==> config.mk <==
export PLATFORM = sky130hd
export DESIGN_NAME = mux81_scan_ctrl
export DESIGN_NICKNAME = d
export VERILOG_FILES = /design/src/rtl/mux81_scan_ctrl.sv
export SDC_FILE = /design/constraint.sdc
export NUM_CORES = 1
export LEC_CHECK = 0
export ABC_AREA = 1
export CAP_MARGIN = 20
export CELL_PAD_IN_SITES_DETAIL_PLACEMENT = 1
export CELL_PAD_IN_SITES_GLOBAL_PLACEMENT = 1
export CORE_UTILIZATION = 40
export CTS_CLUSTER_DIAMETER = 40
export DETAILED_ROUTE_END_ITERATION = 8
export PLACE_DENSITY = 0.9
export SYNTH_ARGS = -nofsm -noshare
export SYNTH_HDL_FRONTEND = slang
export SYNTH_SLANG_ARGS = --single-unit
export TNS_END_PERCENT = 5
==> constraint.sdc <==
create_clock -name clk -period 1.9 [get_ports clk]
set_input_delay 0.19 -clock clk [delete_from_list [all_inputs] [get_ports clk]]
set_output_delay 0.19 -clock clk [all_outputs]
set_load 0.02 [all_outputs]
==> src/rtl/mux81_scan_ctrl.sv <==
// Scan sequencer for an 8:1 bit mux: steps the select, samples y after HOLD_CYCLES
// cycles per index, and presents the assembled byte on a valid/ready port.
module mux81_scan_ctrl #(
  parameter int HOLD_CYCLES = 1,
  parameter bit DESCENDING  = 1'b0
) (
  input  logic       clk,
  input  logic       rst,
  input  logic       start,
  input  logic       y,
  output logic [2:0] s,
  output logic       busy,
  output logic [7:0] data,
  output logic       valid,
  input  logic       ready
);

  // state | meaning
  // IDLE  | waiting for start, select parked at 0
  // SCAN  | stepping select, sampling y once per hold window
  // OUT   | captured word held on data until valid && ready
  typedef enum logic [1:0] {IDLE, SCAN, OUT} state_t;

  localparam int          HW        = 5;
  localparam logic [HW-1:0] HOLD_LAST = HW'(HOLD_CYCLES - 1);
  localparam logic [2:0]  FIRST_IDX = DESCENDING ? 3'd7 : 3'd0;
  localparam logic [2:0]  LAST_IDX  = DESCENDING ? 3'd0 : 3'd7;

  state_t          state, state_nxt;
  logic [HW-1:0]   hold_cnt;
  logic [2:0]      idx;
  logic [7:0]      shadow, shadow_upd, data_q;
  logic            sample, last_sample;

  assign sample      = (state == SCAN) && (hold_cnt == HOLD_LAST);
  assign last_sample = sample && (idx == LAST_IDX);

  always_ff @(posedge clk) begin
    if (rst) state <= IDLE;
    else     state <= state_nxt;
  end

  always_comb begin
    state_nxt = state;
    case (state)
      IDLE:    if (start) state_nxt = SCAN;
      SCAN:    if (last_sample) state_nxt = OUT;
      OUT:     if (ready) state_nxt = IDLE;
      default: state_nxt = IDLE;
    endcase
  end

  // Final bit merged combinationally so data gets the complete word on the last sampling edge
  always_comb begin
    shadow_upd      = shadow;
    shadow_upd[idx] = y;
  end

  always_ff @(posedge clk) begin
    if (rst) begin
      hold_cnt <= '0;
      idx      <= '0;
      shadow   <= '0;
      data_q   <= '0;
    end else begin
      case (state)
        IDLE: begin
          hold_cnt <= '0;
          idx      <= FIRST_IDX;
        end
        SCAN: begin
          if (sample) begin
            shadow   <= shadow_upd;
            hold_cnt <= '0;
            if (idx == LAST_IDX) data_q <= shadow_upd;
            else if (DESCENDING) idx <= idx - 3'd1;
            else                 idx <= idx + 3'd1;
          end else begin
            hold_cnt <= hold_cnt + 1'b1;
          end
        end
        default: begin
          hold_cnt <= '0;
        end
      endcase
    end
  end

  assign s     = (state == SCAN) ? idx : 3'd0;
  assign busy  = (state != IDLE);
  assign valid = (state == OUT);
  assign data  = data_q;

endmodule

Word-level counts from Yosys, hierarchy flattened

Index checks and enable logic that the tools add are counted.

Bitwise gates (word level): 1
$add $sub $neg: 2
Reductions and logical operators: 12
Equality and inequality tests: 8
Mux-type cells: 11
Order comparisons: 2

Operator list:

| kind                  | number |
|---|---|
| $mux W3               | 3 |
| $reduce_and A3 Y1     | 3 |
| $bwmux W8             | 1 |
| $ne A2 B2 Y1 const B  | 4 |
| $mux W2               | 3 |
| $pmux W2 S3           | 1 |
| $pmux W3 S2           | 1 |
| $add A5 B1 Y5 const B | 1 |
| $logic_not A5 Y1      | 1 |
| $lt A3 B4 Y1 const B  | 1 |
| $reduce_bool A2 Y1    | 2 |
| $add A3 B1 Y3 const B | 1 |
| $demux W1 S3          | 1 |
| $eq A3 B3 Y1 const B  | 1 |
| $ge A3 B1 Y1 const B  | 1 |
| $logic_and A1 B1 Y1   | 3 |
| $reduce_or A3 Y1      | 1 |
| $eq A2 B1 Y1 const B  | 1 |
| $eq A2 B2 Y1 const B  | 1 |
| $logic_not A2 Y1      | 1 |
| $ne A2 B1 Y1 const B  | 1 |
| $reduce_and A2 Y1     | 1 |
| $mux W1               | 1 |
| $not A1 Y1            | 1 |

Flip-flop bits (word level): 26
Output and inout port bits: 13
Input port bits: 5
Word-level logic and storage cells: 41

Logic depth before layout (Yosys ltp)

Gate-level depths: netlist (run 1).

Depth after elaboration: 5
Mapped depth: 9
Gate-level depth less buffers: 9

Least setup slack after synthesis (run 1)

Ideal clock, no wire load.

Kind: flip-flop to flip-flop
Start: register idx[0]
End: register idx[0]
Path buffers: 0
Arrival: 1.235 ns
Stages on the path, launching flop included: 8
Slack: 0.601 ns
Data required time: 1.836 ns
Setup time: 0.064 ns
Clock period less this slack: 1.299 ns
Path through: dfxtp_1 ha_1 ha_1 nor2_1 nand3_1 o21ai_0 nand2_1 nor2_1

Cells in the longest elaborated chain, start to end: 4
Elaborated cells between the ends (all ways): 7
Those cells by class: add/sub: 1; eq/ne: 2; mux: 3; reduce/logical: 1

Ends and longest elaborated chain:

| element                | line | source |
|---|---|---|
| from (decl)            | 31   | `logic [2:0] idx;` |
| from (signal assigned) | 76   | `else if (DESCENDING) idx <= idx - 3'd1;` |
| from (signal assigned) | 77   | `else idx <= idx + 3'd1;` |
| $add A3 B1 Y3          | 77   |  |
| $mux W3                | 75   | `if (idx == LAST_IDX) data_q <= shadow_upd;` |
| $mux W3                | 72   | `if (sample) begin` |
| $pmux W3 S2            | 66   | `case (state)` |

Several ways; a longest one is shown, not always the timed one. The select of a mux whose other input is x is not followed.
A chain may end at the register's enable or synchronous reset.

Worst setup path after layout (run 1)

Start: register state[1]
End: output port valid

Cells in the longest elaborated chain, start to end: 1

Ends and longest elaborated chain:

| element                | line | source |
|---|---|---|
| from (decl)            | 29   | `state_t state, state_nxt;` |
| from (signal assigned) | 40   | `else state <= state_nxt;` |
| $eq A2 B2 Y1           | 91   | `assign valid = (state == OUT);` |
| to (decl)              | 14   | `output logic valid,` |

Every way passes these cells.

==> results of run 1 <==
[area by class of cell]
type                            count  area, µm²
Fill cell                         414       1490
Multi-Input combinational cell    129        627
Sequential cell                    26        523
Timing Repair Buffer               19        188
Inverter                           25       93.8
Tap cell                           44       55.1
Clock inverter                      1       30.0
Clock buffer                        3       22.5
[state kept, by name, indices dropped and copies added, names as in the netlist]
name / cells
data: 8
shadow: 8
state: 2
idx: 3
hold_cnt: 5
[logic make-up (layout without fill, tap and decap cells)]
kind of cell / count (synthesis) / after routing
AOI/OAI and AO/OA: 24 / 24
buffers and inverters: 28 / 48
xor gates and xnor gates: 1 / 1
DFF: 26 / 26
and+or+nand+nor: 100 / 100
adders and majority gates: 4 / 4
[metrics by stage]
step / TNS (ns) / std cells
floorplan: 0 / 183
global placement: 0 / 243
finish: 0 / 247
detailed placement: 0 / 243
global route: 0 / 247
CTS: -0.0288 / 247
[layer usage]
layer / track usage [%] / part of all wire (%)
met1: 25.9 / 41
met2: 41.5 / 55
met3: 3.30 / 2.6
met4: 9.52 / 1.3
met5: 0 / 0
[final timing paths]
check | startpoint | to | depth (start not counted) | slack (ns)
setup reg to reg | hold_cnt[0] | data[6] | 9 | 0.28
hold reg to reg | hold_cnt[0] | hold_cnt[0] | 1 | 0.48
setup / recovery | state[1] | valid | 3 | 0.09
hold / removal | start | state[0] | 3 | 0.43
[worst register-to-register path, stage by stage, from the launching register on]
cell and delay, ns:
dfxtp_1 0.36, inv_1 0.07, ha_1 0.18, inv_1 0.05
nor2_1 0.15, nand3_2 0.28, nor2_1 0.24, nand2_1 0.07
nand2_1 0.08, nor2_1 0.05
[report_power, final]
part	internal [mW]	leakage (nW)	total (mW)	switching, mW
logic	0.0564	0.471	0.172	0.116
registers	0.572	0.212	0.593	0.0208
clock network	0.214	0.0279	0.391	0.177
[cells in the final DEF, fill, tap and decap left out, types with 3 or more instances in the layout]
master           netlist  routed
nor2_1                43      43
nand2_1               37      37
dfxtp_1               26      24
inv_1                 22      22
o21ai_0               16      16
clkdlybuf4s50_1        0      13
nand3_1               12      12
a21oi_1                6       6
ha_1                   4       4
clkbuf_4               0       3
[timing repair]
| item | in CTS | in global routing |
|---|---|---|
| endpoints found under the setup margin | 3 | 2 |
| hold buffers | 0 | 0 |
| endpoints found under the hold margin | 0 | 0 |
| gates resized for setup | 4 | 2 |
==> flow_summary.yaml, run 1 <==
route:
  viasPerCell: 4.94
  drc: 0
  drt_iter0_drc: 25
  postRouteWirelength_um: 3420
  drtPass1Iterations: 4
  ant_nets: 0
  via_count: 1220
  detail_route.wl_per_cell_um: 13.8
synth:
  synthCells: 183
  synth_top_family_by_area: "simple AND/OR/NAND/NOR gates"
  syn_avg_cell_area_um2: 6.93
  yosysSeqAreaShare_pct: 41.0
  ys_ff_latch: 26
  muxShareOfSynthArea_pct: 0
  synth.net_count: 192
  synth_edf_count: 0
  synthArstFlopShare_pct: 0
  synth_most_common_cell: "nor2_1"
  synth_top_cell_by_area: "dfxtp_1"
  synth_fa_ha_area_share_pct: 3.94
  syn-cell-area_mm2: 0.00127
  synth_xor_area_share_pct: 0.690
  synth_top_area_share_pct: 41.0
  yosys_warnings: 0
  ys.flop_type: "dfxtp_1"
  yosys-top-cells-area: "dfxtp_1 41%, nor2_1 13%, nand2_1 11%, inv_1 6.5%, o21ai_0 6.3%"
  yosys.cell_types.count: 21
  synthTopCellsByCount: "43 x nor2_1, 37 x nand2_1, 26 x dfxtp_1, 22 x inv_1, 16 x o21ai_0"
  synth-compound-area-share_pct: 9.96
  synth_simple_gate_area_share_pct: 34.8
sta:
  skew_ns: 0.0125
  period_share_pct: 95.2
  finalCriticalPeriod_ns: 1.81
  holdWs_ns: 0.434
  tightest_slew_ns: 0.401
  rsz0062_at_grt: "false"
  hold_viol: 0
  fmax_mhz: 553
  maxSlewViolCount: 0
  fin_ws_ns: 0.0918
  setup_viol: 0
  relSlewSlack_pct: 73.0
global_route:
  grt.overflow.total: 0
  grt_pass1_wl_um: 5840
  antenna_found_initial: 0
  track_usage_pct: 22.5
  grt_max_degree: 17
  grt_pass1_vias: 1313
clock_tree:
  postCtsSetupRepairBufs: 0
  cts_made_buffers: 3
  cts_root_buffer: "clkbuf_4"
  htree_levels: 1
  path_clk_slew_ns: 0.16
  cts_tree: "built"
  clockBufferDepth: 2
  clkSinkCount: 26
  clock_latency_ns: 0.33
power:
  peakVddDrop_mv: 0.323
  power.density_mw_per_mm2: 751
  finalPower_mw: 1.16
  leakagePower_nw: 0.711
place:
  portBuffers: 17
  placed_area_mm2: 0.00148
  pre_cts_ws_ns: 0.326
  place_congestion: 0.828
  place_hpwl_um: 2570
final_layout:
  fin_area_mm2: 0.00154
  drive_gt1_share_pct: 8.37
  utilization_pct: 50.8
  nNetsFinal: 213
  diodes: 0
  syn_to_final_growth_pct: 21.3
floorplanning:
  core_mm2: 0.00303
  rows: 20
  start_util_pct: 41.9
  die_w_um: 58.3
  num_io_pins: 18
  die_height_um: 58.3
  dieArea_mm2: 0.00340
outcome:
  outcome: "complete, no violations"
hold_path:
  hold_path.class: "in2reg"
critical_path:
  cp_top_family: "buffers and inverters"
  arrival_ns: 1.62
  slowest_stage: "clkdlybuf4s50_1"
  critPathLaunchType: "flop"
  path_buf_inv: 2
  crit_type: "reg2out"
  cp_slowest_stage_delay_ns: 0.63
  crit_fanout: 3
  critPathRequiredTime_ns: 1.71
  cp-end-kind: "primary output"
  path_cells: "inv_1 > nor2_1 > clkdlybuf4s50_1"
run:
  maxCapViolCount: 0
(Power assumes the default switching activity.)
==> run 2: changes to the inputs <==
--- a/config.mk
+++ b/config.mk
@@ -12,6 +12,7 @@
 export CORE_UTILIZATION = 40
 export CTS_CLUSTER_DIAMETER = 40
 export DETAILED_ROUTE_END_ITERATION = 8
+export MAX_ROUTING_LAYER = met4
 export PLACE_DENSITY = 0.9
 export SYNTH_ARGS = -nofsm -noshare
 export SYNTH_HDL_FRONTEND = slang
==> run 2 against run 1 <==
Effect of this change:
- sequential power about the same
- sequential share of layout area stayed put
- die area did not move
- final area unchanged
- power shrank 0.33%
- non-clock buffer count did not move
- worst hold slack lost 0.0052 ns
- combinational power about the same
- routed wire length up 0.29%
- highest routed layer unchanged
==> flow_summary.yaml, run 2 (synthesis gave the netlist of run 1 again) <==
clock_tree:
  clkSinkCount: 26
  clock_latency_ns: 0.33
  htree_levels: 1
  cts_tree: "built"
  cts_made_buffers: 3
  cts_root_buffer: "clkbuf_4"
  hold_buffers: 0
  postCtsSetupRepairBufs: 0
  path_clk_slew_ns: 0.15
  clockBufferDepth: 2
sta:
  finalCriticalPeriod_ns: 1.80
  relSlewSlack_pct: 73.5
  setup_viol: 0
  maxSlewViolCount: 0
  holdWs_ns: 0.429
  rsz0062_at_grt: "false"
  setup_tns_ns: 0
  hold_viol: 0
  tightest_slew_ns: 0.393
  skew_ns: 0.00427
  period_share_pct: 94.6
  fmax_mhz: 556
floorplanning:
  dieArea_mm2: 0.00340
  die_w_um: 58.3
  core_mm2: 0.00303
  die_height_um: 58.3
  start_util_pct: 41.9
  rows: 20
  num_io_pins: 18
power:
  swShare_pct: 26.9
  power_switching_mw: 0.310
  clkPwrFrac_pct: 33.6
  p_seq_share_pct: 51.5
  combPwrFrac_pct: 15.0
  finalPower_mw: 1.15
  internal_power_mw: 0.842
  peakVddDrop_mv: 0.321
  power.density_mw_per_mm2: 749
  leakagePower_nw: 0.711
route:
  ant_nets: 0
  viasPerCell: 4.96
  drc: 0
  drtPass1Iterations: 4
  detail_route.wl_per_cell_um: 13.9
  via_count: 1224
  postRouteWirelength_um: 3430
  drt_iter0_drc: 32
place:
  place_hpwl_um: 2570
  portBuffers: 17
  place_congestion: 0.841
  numPlacedInstances: 243
global_route:
  grt_max_degree: 17
  antenna_found_initial: 0
  track_usage_pct: 23.3
  grt.overflow.total: 0
  grt_pass1_wl_um: 5840
  grt_pass1_vias: 1314
final_layout:
  drive_gt1_share_pct: 8.37
  fillers: 414
  nNetsFinal: 213
  syn_to_final_growth_pct: 21.3
  final_cell_mix: "43 x nor2_1, 37 x nand2_1, 24 x dfxtp_1"
  utilization_pct: 50.8
  final_cells: 247
  final_common_cell: "nor2_1"
  diodes: 0
run:
  maxCapViolCount: 0
critical_path:
  crit_fanout: 3
  crit_type: "reg2out"
  r2r_start: "hold_cnt[0]"
  critPathRequiredTime_ns: 1.71
  crit_start: "state[1]"
  critPathLaunchType: "flop"
  cp-end-kind: "primary output"
  arrival_ns: 1.61
  r2r_setup_slack_ns: 0.29
hold_path:
  min_from: "start"
  hold_path.class: "in2reg"
outcome:
  outcome: "complete, no violations"
-- run 2: final cells by class --
cell class / instances / area [µm²] / share of cell area, %
Clock inverter: 1 / 30.0 / 1.95
Tap cell: 44 / 55.1 / 3.58
Clock buffer: 3 / 22.5 / 1.46
Inverter: 25 / 93.8 / 6.10
Timing Repair Buffer: 19 / 188 / 12.2
Multi-Input combinational cell: 129 / 627 / 40.7
Sequential cell: 26 / 523 / 34.0
-- run 2: worst max-delay path, cell delays in order (launching register included) --
cell	delay (ns)
dfxtp_1	0.42
inv_1	0.10
nor2_1	0.14
clkdlybuf4s50_1	0.63
-- run 2: what timing repair did --
action                     4_1_cts  5_1_grt
gates resized for setup          4        2
setup endpoints to repair        3        2
pin swaps                        0        0
-- run 2: worst paths after layout --
kind / to / cells past startpoint
max: valid / 3
min: state[0] / 3
min reg2reg: hold_cnt[0] / 1
max reg2reg: data[6] / 9
-- run 2: metrics by stage --
| stage | worst slack [ns] | area, µm² |
|---|---|---|
| floorplan | 0.601 | 1270 |
| global placement | 0.403 | 1480 |
| detailed placement | 0.326 | 1480 |
| CTS | -0.0288 | 1530 |
| global route | 0.00922 | 1540 |
| finish | 0.102 | 1540 |
-- run 2: power by group through the flow --
stage	registers (mW)	clock network (mW)	logic [mW]
after global routing	0.596	0.412	0.194
after global placement	0.600	0	0.158
after floorplan	0.596	0	0.121
final	0.593	0.387	0.173
after CTS	0.593	0.392	0.174
after detailed placement	0.603	0	0.171
-- run 2: metal layers --
layer / vias to the layer above / routed length [µm] / share of wire (%) / global-route usage (%)
met3: 6 / 64 / 1.9 / 3.30
met1: 584 / 1460 / 43 / 26.2
met4: 0 / 46 / 1.3 / 9.52
li1: 611 / - / - / -
met5: - / 0 / 0 / -
met2: 23 / 1860 / 54 / 41.4
==> run 3: changes to the inputs <==
--- a/config.mk
+++ b/config.mk
@@ -9,11 +9,12 @@
 export CAP_MARGIN = 20
 export CELL_PAD_IN_SITES_DETAIL_PLACEMENT = 1
 export CELL_PAD_IN_SITES_GLOBAL_PLACEMENT = 1
-export CORE_UTILIZATION = 40
+export CORE_UTILIZATION = 43
+export CTS_BUF_LIST = sky130_fd_sc_hd__clkbuf_4
 export CTS_CLUSTER_DIAMETER = 40
 export DETAILED_ROUTE_END_ITERATION = 8
 export MAX_ROUTING_LAYER = met4
-export PLACE_DENSITY = 0.9
+export PLACE_DENSITY = 0.95
 export SYNTH_ARGS = -nofsm -noshare
 export SYNTH_HDL_FRONTEND = slang
 export SYNTH_SLANG_ARGS = --single-unit
==> run 3 against run 2 <==
Effect of this change:
- the flow now finishes with violations (setup timing)
- fmax shrank 6.4%
- count of clock-buffer cells in the layout is the same
- worst hold slack lost 0.0076 ns
- clock skew grew 0.0082 ns
- final area shrank 1.7%
- sequential cell count is the same
- via count grew 1.5%
- largest cell class unchanged
==> flow_summary.yaml, run 3 (synthesis gave the netlist of run 1 again) <==
final_layout:
  fillers: 373
  syn_to_final_growth_pct: 19.2
  final_cell_mix: "43 x nor2_1, 37 x nand2_1, 24 x dfxtp_1"
  final_common_cell: "nor2_1"
  nNetsFinal: 211
  utilization_pct: 54.4
  drive_gt1_share_pct: 7.46
  final_cells: 232
  seq_area_um2: 523
  multiInputGateArea_um2: 627
  diodes: 0
power:
  combPwrFrac_pct: 14.8
  internal_power_mw: 0.841
  finalPower_mw: 1.16
  clkPwrFrac_pct: 34.3
  power.density_mw_per_mm2: 767
  power_switching_mw: 0.320
  swShare_pct: 27.6
  peakVddDrop_mv: 0.454
  leakagePower_nw: 0.710
  p_seq_share_pct: 50.9
sta:
  rsz0062_at_grt: "true"
  hold_viol: 0
  fin_ws_ns: -0.0206
  skew_ns: 0.0125
  period_share_pct: 101
  maxSlewViolCount: 0
  finalCriticalPeriod_ns: 1.92
  relSlewSlack_pct: 65.0
  tightest_slew_ns: 0.525
  setup_viol: 1
  fmax_mhz: 521
route:
  via_count: 1242
  detail_route.wl_per_cell_um: 15.0
  viasPerCell: 5.35
  postRouteWirelength_um: 3490
  ant_nets: 0
  drt_iter0_drc: 32
  drtPass1Iterations: 4
  drc: 0
global_route:
  grt.overflow.total: 0
  grt_pass1_vias: 1265
  grt_pass1_wl_um: 5780
  grt_max_degree: 18
  track_usage_pct: 24.2
  antenna_found_initial: 0
critical_path:
  critPathRequiredTime_ns: 1.71
  slowest_stage: "clkdlybuf4s50_1"
  arrival_ns: 1.73
  path_buf_inv: 2
  crit_type: "reg2out"
  r2r_setup_slack_ns: 0.26
  cp-end-kind: "primary output"
  critPathLaunchType: "flop"
  r2r_start: "idx[0]"
  rr_worst_depth: 7
  cp_slowest_stage_delay_ns: 0.62
  cp_top_family: "buffers and inverters"
  path_cells: "inv_1 > nand2_1 > nor2_1 > clkdlybuf4s50_1"
  r2r-end: "idx[0]"
  crit_fanout: 5
hold_path:
  min_from: "start"
  hold_path.class: "in2reg"
  min_to: "state[0]"
  whs_path_depth: 3
floorplanning:
  core_mm2: 0.00278
  dieArea_mm2: 0.00317
  die_height_um: 56.3
  die_w_um: 56.3
  num_io_pins: 18
  rows: 19
  start_util_pct: 45.6
place:
  portBuffers: 17
  numPlacedInstances: 228
  place_hpwl_um: 2380
  pre_cts_ws_ns: 0.297
  place_congestion: 0.794
clock_tree:
  clockBufferDepth: 2
  path_clk_slew_ns: 0.14
  clkSinkCount: 26
  postCtsSetupRepairBufs: 0
  hold_buffers: 0
  cts_made_buffers: 3
  cts_tree: "built"
  cts_root_buffer: "clkbuf_4"
  clock_latency_ns: 0.34
  htree_levels: 1
outcome:
  violations: "setup timing"
  outcome: "complete, but fails checks"
run:
  maxCapViolCount: 0
## run 3: cell types whose count changed in the layout (fill, tap and decap cells not counted), sizes merged
cell,previous run,this run
buf,2,0
dlygate4sd2,2,0
clkdlybuf4s50,13,14
dlymetal6s2s,2,3
## run 3: worst min-delay path: cells and delay by family
family | cells | cell delay, ns
AO/OA/AOI/OAI | 1 | 0.06
buffers and inverters | 1 | 0.40
AND/OR/NAND/NOR | 1 | 0.07
## run 3: layout make-up
class	count	area share, %
clock buffers	3	1.49
clock inverters	1	1.99
inverters	25	6.20
multi-input cells	129	41.4
flip-flops and latches	26	34.6
well taps	31	2.56
repair buffers	17	11.7
## run 3: worst max path at each step
stage           startpoint         to  depth (start not counted)
6_report          state[1]       s[1]                          4
5_1_grt           state[1]       s[1]                          4
4_1_cts             idx[1]       s[1]                          3
3_5_place_dp   hold_cnt[0]    data[6]                          9
3_3_place_gp           rst  shadow[3]                          4
2_1_floorplan       idx[0]     idx[0]                          7
## run 3: routing by layer
metal / track usage, % / wire [µm] / part of all wire, %
met5: - / 0 / 0
met1: 29.7 / 1560 / 45
met3: 3.23 / 60 / 1.7
met2: 39.3 / 1750 / 50
met4: 11.5 / 111 / 3.2
## run 3: what timing repair did
item,in CTS,in global routing
pin swaps,0,0
setup endpoints to repair,1,4
gates resized for setup,1,4
cloned,0,0
## run 3: power groups by stage
stage / registers, mW / clock network [mW] / logic (mW)
2_1_floorplan: 0.596 / 0 / 0.121
3_3_place_gp: 0.599 / 0 / 0.153
3_5_place_dp: 0.601 / 0 / 0.165
4_1_cts: 0.591 / 0.398 / 0.171
5_1_grt: 0.594 / 0.420 / 0.193
6_report: 0.591 / 0.398 / 0.172
## run 3: stage by stage
step                setup TNS (ns)  hold slack, ns  area, µm²
floorplan                        0           0.259       1270
global placement                 0           0.442       1450
detailed placement               0           0.467       1450
CTS                              0           0.426       1500
global route               -0.0882           0.409       1510
finish                     -0.0206           0.422       1510
